## src/rtl/imm_extend_pipe_if.sv

```systemverilog
`default_nettype none
// ============================================================================
// imm_extend_pipe_if : valid/ready bus for the immediate-extension unit
// Rev 1.0
// ============================================================================
interface imm_extend_pipe_if #(
    parameter int IN_W  = 16,
    parameter int OUT_W = 32
);
    logic             in_valid;
    logic             in_ready;
    logic [IN_W-1:0]  in_imm;
    logic [1:0]       in_mode;
    logic             out_valid;
    logic             out_ready;
    logic [OUT_W-1:0] out_data;
    logic             out_ovf;

    // master drives immediates and consumes results; slave is the extension unit
    modport master (
        output in_valid, in_imm, in_mode, out_ready,
        input  in_ready, out_valid, out_data, out_ovf
    );

    modport slave (
        input  in_valid, in_imm, in_mode, out_ready,
        output in_ready, out_valid, out_data, out_ovf
    );
endinterface
`default_nettype wire

```

## src/rtl/imm_extend_pipe.sv

```systemverilog
`default_nettype none
// ============================================================================
// imm_extend_pipe : pipelined zero/sign/branch/load-upper immediate extension
// Rev 1.0
// ============================================================================
module imm_extend_pipe #(
    parameter int IN_W     = 16,
    parameter int OUT_W    = 32,
    parameter int BR_SHIFT = 2
) (
    input  wire logic          clk,
    input  wire logic          rst_n,
    imm_extend_pipe_if.slave   bus
);
    localparam int WIDE_W = OUT_W + BR_SHIFT;

    generate
        if (IN_W < 2 || OUT_W < IN_W || BR_SHIFT < 0 || BR_SHIFT >= OUT_W) begin : g_bad_params
            $error("imm_extend_pipe: illegal IN_W/OUT_W/BR_SHIFT combination");
        end
    endgenerate

    typedef enum logic [1:0] {
        ST_EMPTY = 2'd0,
        ST_ONE   = 2'd1,
        ST_FULL  = 2'd2
    } state_t;

    state_t           r_state;
    state_t           w_state_nxt;
    logic             r_in_ready;
    logic             r_out_valid;
    logic [OUT_W-1:0] r_head_data;
    logic [OUT_W-1:0] r_skid_data;
    logic             r_head_ovf;
    logic             r_skid_ovf;
    logic [OUT_W-1:0] w_res_data;
    logic             w_res_ovf;
    logic [WIDE_W-1:0] w_wide;
    logic [BR_SHIFT:0] w_top;
    logic             w_push;
    logic             w_pop;
    logic             w_load_head_new;
    logic             w_load_skid_new;
    logic             w_load_head_skid;

    assign w_push = bus.in_valid & r_in_ready;
    assign w_pop  = r_out_valid & bus.out_ready;

    // Branch offset: no overflow iff the dropped bits and the new sign bit agree
    assign w_wide = WIDE_W'($signed(bus.in_imm)) << BR_SHIFT;
    assign w_top  = w_wide[WIDE_W-1 -: BR_SHIFT+1];

    always_comb begin
        w_res_data = '0;
        w_res_ovf  = 1'b0;
        case (bus.in_mode)
            2'd0:    w_res_data = OUT_W'(bus.in_imm);
            2'd1:    w_res_data = OUT_W'($signed(bus.in_imm));
            2'd2: begin
                w_res_data = w_wide[OUT_W-1:0];
                w_res_ovf  = !((&w_top) || !(|w_top));
            end
            default: w_res_data = OUT_W'(bus.in_imm) << (OUT_W - IN_W);
        endcase
    end

    always_comb begin
        w_state_nxt      = r_state;
        w_load_head_new  = 1'b0;
        w_load_skid_new  = 1'b0;
        w_load_head_skid = 1'b0;
        case (r_state)
            ST_EMPTY: begin
                if (w_push) begin
                    w_state_nxt     = ST_ONE;
                    w_load_head_new = 1'b1;
                end
            end
            ST_ONE: begin
                if (w_push && w_pop) begin
                    w_load_head_new = 1'b1;
                end else if (w_push) begin
                    w_state_nxt     = ST_FULL;
                    w_load_skid_new = 1'b1;
                end else if (w_pop) begin
                    w_state_nxt = ST_EMPTY;
                end
            end
            ST_FULL: begin
                if (w_pop) begin
                    w_state_nxt      = ST_ONE;
                    w_load_head_skid = 1'b1;
                end
            end
            default: w_state_nxt = ST_EMPTY;
        endcase
    end

    // Handshake flags are registered from the next state so neither has a combinational path
    always_ff @(posedge clk or negedge rst_n) begin
        if (!rst_n) begin
            r_state     <= ST_EMPTY;
            r_in_ready  <= 1'b0;
            r_out_valid <= 1'b0;
        end else begin
            r_state     <= w_state_nxt;
            r_in_ready  <= (w_state_nxt != ST_FULL);
            r_out_valid <= (w_state_nxt != ST_EMPTY);
        end
    end

    always_ff @(posedge clk or negedge rst_n) begin
        if (!rst_n) begin
            r_head_data <= '0;
            r_head_ovf  <= 1'b0;
            r_skid_data <= '0;
            r_skid_ovf  <= 1'b0;
        end else begin
            if (w_load_head_new) begin
                r_head_data <= w_res_data;
                r_head_ovf  <= w_res_ovf;
            end else if (w_load_head_skid) begin
                r_head_data <= r_skid_data;
                r_head_ovf  <= r_skid_ovf;
            end
            if (w_load_skid_new) begin
                r_skid_data <= w_res_data;
                r_skid_ovf  <= w_res_ovf;
            end
        end
    end

    assign bus.in_ready  = r_in_ready;
    assign bus.out_valid = r_out_valid;
    assign bus.out_data  = r_head_data;
    assign bus.out_ovf   = r_head_ovf;
endmodule
`default_nettype wire
```

## src/flat_wrapper.sv

```systemverilog
// flat-port wrapper written by rule: the top's interface ports become plain ports
module imm_extend_pipe_flat 
#(
    parameter int IN_W     = 16,
    parameter int OUT_W    = 32,
    parameter int BR_SHIFT = 2
)
  (clk, rst_n, bus_in_valid, bus_in_imm, bus_in_mode, bus_out_ready, bus_in_ready, bus_out_valid, bus_out_data, bus_out_ovf);
  imm_extend_pipe_if #(.IN_W(IN_W), .OUT_W(OUT_W)) bus_i ();
  input  wire logic clk;
  input  wire logic rst_n;
  input wire logic [$bits(bus_i.in_valid)-1:0] bus_in_valid;
  input wire logic [$bits(bus_i.in_imm)-1:0] bus_in_imm;
  input wire logic [$bits(bus_i.in_mode)-1:0] bus_in_mode;
  input wire logic [$bits(bus_i.out_ready)-1:0] bus_out_ready;
  output wire logic [$bits(bus_i.in_ready)-1:0] bus_in_ready;
  output wire logic [$bits(bus_i.out_valid)-1:0] bus_out_valid;
  output wire logic [$bits(bus_i.out_data)-1:0] bus_out_data;
  output wire logic [$bits(bus_i.out_ovf)-1:0] bus_out_ovf;
  assign bus_i.in_valid = bus_in_valid;
  assign bus_i.in_imm = bus_in_imm;
  assign bus_i.in_mode = bus_in_mode;
  assign bus_i.out_ready = bus_out_ready;
  assign bus_in_ready = bus_i.in_ready;
  assign bus_out_valid = bus_i.out_valid;
  assign bus_out_data = bus_i.out_data;
  assign bus_out_ovf = bus_i.out_ovf;
  imm_extend_pipe #(.IN_W(IN_W), .OUT_W(OUT_W), .BR_SHIFT(BR_SHIFT)) u_core (.clk(clk), .rst_n(rst_n), .bus(bus_i));
endmodule
```

## config.mk

```make
export PLATFORM = sky130hd
export DESIGN_NAME = imm_extend_pipe_flat
export DESIGN_NICKNAME = d
export VERILOG_FILES = /design/src/rtl/imm_extend_pipe_if.sv /design/src/rtl/imm_extend_pipe.sv /design/src/flat_wrapper.sv
export SDC_FILE = /design/constraint.sdc
export NUM_CORES = 1
export LEC_CHECK = 0
export BUFFER_PORTS_ARGS = -buffer_cell sky130_fd_sc_hd__buf_4
export CORE_UTILIZATION = 40
export CTS_CLUSTER_DIAMETER = 30
export DETAILED_ROUTE_END_ITERATION = 12
export HOLD_SLACK_MARGIN = 0.02
export PLACE_DENSITY = 0.61
export SLEW_MARGIN = 20
export SYNTH_ARGS = -nofsm -noshare
export SYNTH_HDL_FRONTEND = slang
export SYNTH_SLANG_ARGS = --single-unit
```

## constraint.sdc

```tcl
create_clock -name clk -period 1.65 [get_ports clk]
set_clock_uncertainty 0.1 [all_clocks]
set_input_delay 0.165 -clock clk [delete_from_list [all_inputs] [get_ports clk]]
set_output_delay 0.165 -clock clk [all_outputs]
set_load 0.05 [all_outputs]
```

==> run_results.csv <==
group,metric,value,unit
clock_tree,clockBufferDepth,2,
synth,yosysTopAreaCell,"dfrtp_1",
route,drcViolationCount,0,
synth,synthTopCellsByArea,"dfrtp_1, mux2i_1, a22oi_1",
synth,synthCells,302,
flow_run,maxCapViolCount,0,
synth,synthArstFlopShare,100,%
worst_setup_path,r2r-end,"u_core.bus.out_data[31]$_DFFE_PN0P_",
synth,netlist.area_leader.share,52.4,%
global_route,grtUsageTotal,19.5,%
worst_setup_path,start_kind,"flop",
power,seqPwrFrac,33.2,%
place,postPlaceCellArea,3770,um^2
synth,yosysWarnings,0,
global_route,grt.overflow.total,0,
finish,area_growth,23.9,%
route,antenna_left,0,
timing,rsz0062_at_grt,"no",
die,start_util,41.8,%
place,dp_hpwl,5430,um
hold_path,min_from,"bus_out_ready",
route,drtIter0Drc,196,
power,vdd_drop_max,1.23,mV
power,p_sw_share,43.6,%
route,dr.pass1.iters,4,
timing,period_share,91.6,%
synth,synth_edf_count,0,
die,rows,32,
clock_tree,post-cts-setup-buffers,0,
route,via_count,2537,
clock_tree,cts.clk_slew.worst_paths,0.07,ns
power,power.internal,5.06,mW
synth,syn-num-nets,324,
die,ios,57,
clock_tree,clkSinkCount,68,
hold_path,whs_path_depth,3,
clock_tree,cts_max_level,3,
place,globalplace.congestion,0.793,
worst_setup_path,path_class,"reg2reg",
timing,finalHoldViolations,0,
global_route,antenna_found_initial,0,
worst_setup_path,rrSetupSlack,0.14,ns
route,post_drt_wl_per_cell,17.0,um
timing,fin_tns_setup,0,ns
synth,synth_cell_types,32,
finish,insertedDiodeCount,0,
worst_setup_path,reg2reg_from,"u_core.r_state[1]$_DFF_PN0_",
die,die_y,92.1,um
clock_tree,cts_buffers,9,
die,die_area,8480,um^2
timing,slew_violations,0,
worst_setup_path,arrival,1.60,ns
clock_tree,clk_latency,0.34,ns
timing,finalSetupViolations,0,
finish,layout-drive-gt1-share,25.6,%
clock_tree,cts-root-buf,"clkbuf_8",
hold_path,hold_path_class,"in2reg",
global_route,grt_max_degree,36,
timing,fmax,0.662,GHz
finish,fin_nets,374,
worst_setup_path,cp_data_required_time,1.73,ns
outcome,status,"finished clean",
die,die_w,92.1,um
die,core,7770,um^2
place,port_buffers,55,
power,p_switching,3.90,mW
worst_setup_path,reg2reg_depth,4,
synth,synth_seq_cells,68,
power,p_clk_share,18.4,%
power,pwr-share-comb,48.4,%
hold_path,min_to,"u_core.r_state[0]$_DFF_PN0_",
power,powerDensity,2230,nW/um^2
synth,syn_area_per_cell,10.7,um^2
clock_tree,cts_tree,"done",
timing,period_minus_slack,1.51,ns
timing,whs,0.0559,ns
worst_setup_path,worst-path-max-fanout,17,
worst_setup_path,end_kind,"flop",
global_route,grt_pass1_vias,2369,
synth,netlist_area,3240,um^2
route,wirelength,7790,um
finish,final_area,4020,um^2
synth,synthFlopType,"dfrtp_1",
power,leakagePower,1.93,nW
synth,synth_seq_area_share,52.4,%
route,vias_per_cell,5.54,
global_route,grt_pass1_wl,12600,um
==> routing by layer <==
layer / part of all wire (%) / wire length, um / track usage (%)
met1: 46 / 3570 / 27.3
met2: 46 / 3610 / 28.7
met3: 6.5 / 503 / 6.63
met4: 1.3 / 101 / 5.34
met5: 0 / 0 / 0
==> per-stage QoR <==
stage          util, %  worst slack, ns  cells  power, mW
3_5_place_dp      48.5           0.0281    442       7.34
3_3_place_gp      48.5            0.107    442       7.27
4_1_cts           51.7            0.110    458       9.02
2_1_floorplan        -           0.0646    302       6.10
6_report          51.8            0.139    458       8.96
5_1_grt           51.8           0.0303    458       9.50
==> final cells by class <==
class | count | area (um^2)
fillers | 704 | 3750
flip-flops and latches | 68 | 1700
multi-input cells | 186 | 1310
repair buffers | 69 | 574
clock buffers | 11 | 141
well taps | 102 | 128
clock inverters | 4 | 97.6
inverters | 18 | 67.6
==> critical path, cell delays in order (launching register included) <==
cell and delay [ns]:
dfrtp_1 0.43, and3b_2 0.27, nand2b_1 0.14, buf_4 0.27, o221ai_1 0.15
==> kinds of logic (layout without fill, tap and decap cells) <==
logic type                count (synthesis)  in the layout  synth area share [%]
AOI/OAI and AO/OA                       109            109                  22.2
muxes                                    36             36                  11.2
other                                     1              1                 0.116
xor gates and xnor gates                  1              1                 0.501
DFF                                      68             68                  52.4
buffers and inverters                    48            102                  7.67
and+or+nand+nor                          39             39                  5.82
==> cell usage after synthesis (2+ instances only) <==
library cell / instances
a21oi_1: 30
nor2b_1: 2
inv_1: 17
nor3_1: 2
nand2_1: 25
and2b_1: 2
buf_6: 4
a22oi_1: 28
a31oi_1: 31
and2_1: 2
clkbuf_1: 5
mux2_1: 2
dfrtp_1: 68
buf_2: 16
mux2i_1: 33
o221ai_1: 15
buf_4: 5
==> layout by cell type, fill, tap and decap left out, types with 4 or more instances in the layout <==
cell      count
a31oi_1      31
clkbuf_8     10
nand2_1      25
buf_4        63
inv_1        17
mux2i_1      33
a22oi_1      28
buf_12        4
dfrtp_1      66
a21oi_1      30
o221ai_1     15
==> power groups by stage <==
stage                     Combinational, mW  Clock (mW)  Sequential (mW)
after CTS                              4.35        1.69             2.98
after detailed placement               4.35           0             3.00
after floorplan                        1.87           0             4.23
after global placement                 4.28           0             2.99
final                                  4.34        1.65             2.98
after global routing                   4.66        1.76             3.08
==> sequential cells by signal, indices dropped and copies added (netlist names) <==
name,cells
u_core.r_state,2
u_core.bus.out_valid,1
u_core.bus.in_ready,1
u_core.bus.out_data,32
u_core.r_skid_data,32
==> how the worst max path moves through the flow <==
stage | end | from | slack (ns)
2_1_floorplan | u_core.bus.out_data[2]$_DFFE_PN0P_ | u_core.bus.out_valid$_DFF_PN0_ | 0.06
3_3_place_gp | u_core.bus.out_data[1]$_DFFE_PN0P_ | u_core.r_state[0]$_DFF_PN0_ | 0.11
3_5_place_dp | u_core.bus.out_data[1]$_DFFE_PN0P_ | u_core.r_state[0]$_DFF_PN0_ | 0.03
4_1_cts | u_core.r_skid_data[14]$_DFFE_PN0P_ | u_core.r_state[1]$_DFF_PN0_ | 0.11
5_1_grt | u_core.r_skid_data[14]$_DFFE_PN0P_ | u_core.r_state[1]$_DFF_PN0_ | 0.03
6_report | u_core.bus.out_data[31]$_DFFE_PN0P_ | u_core.r_state[1]$_DFF_PN0_ | 0.14
==> timing repair <==
action | 4_1_cts | 5_1_grt
hold buffers | 1 | 0
resized for setup | 1 | 1
endpoints found under the hold margin | 68 | 0
endpoints found under the setup margin | 1 | 6
No activity file was read; power rests on OpenSTA's default activity.
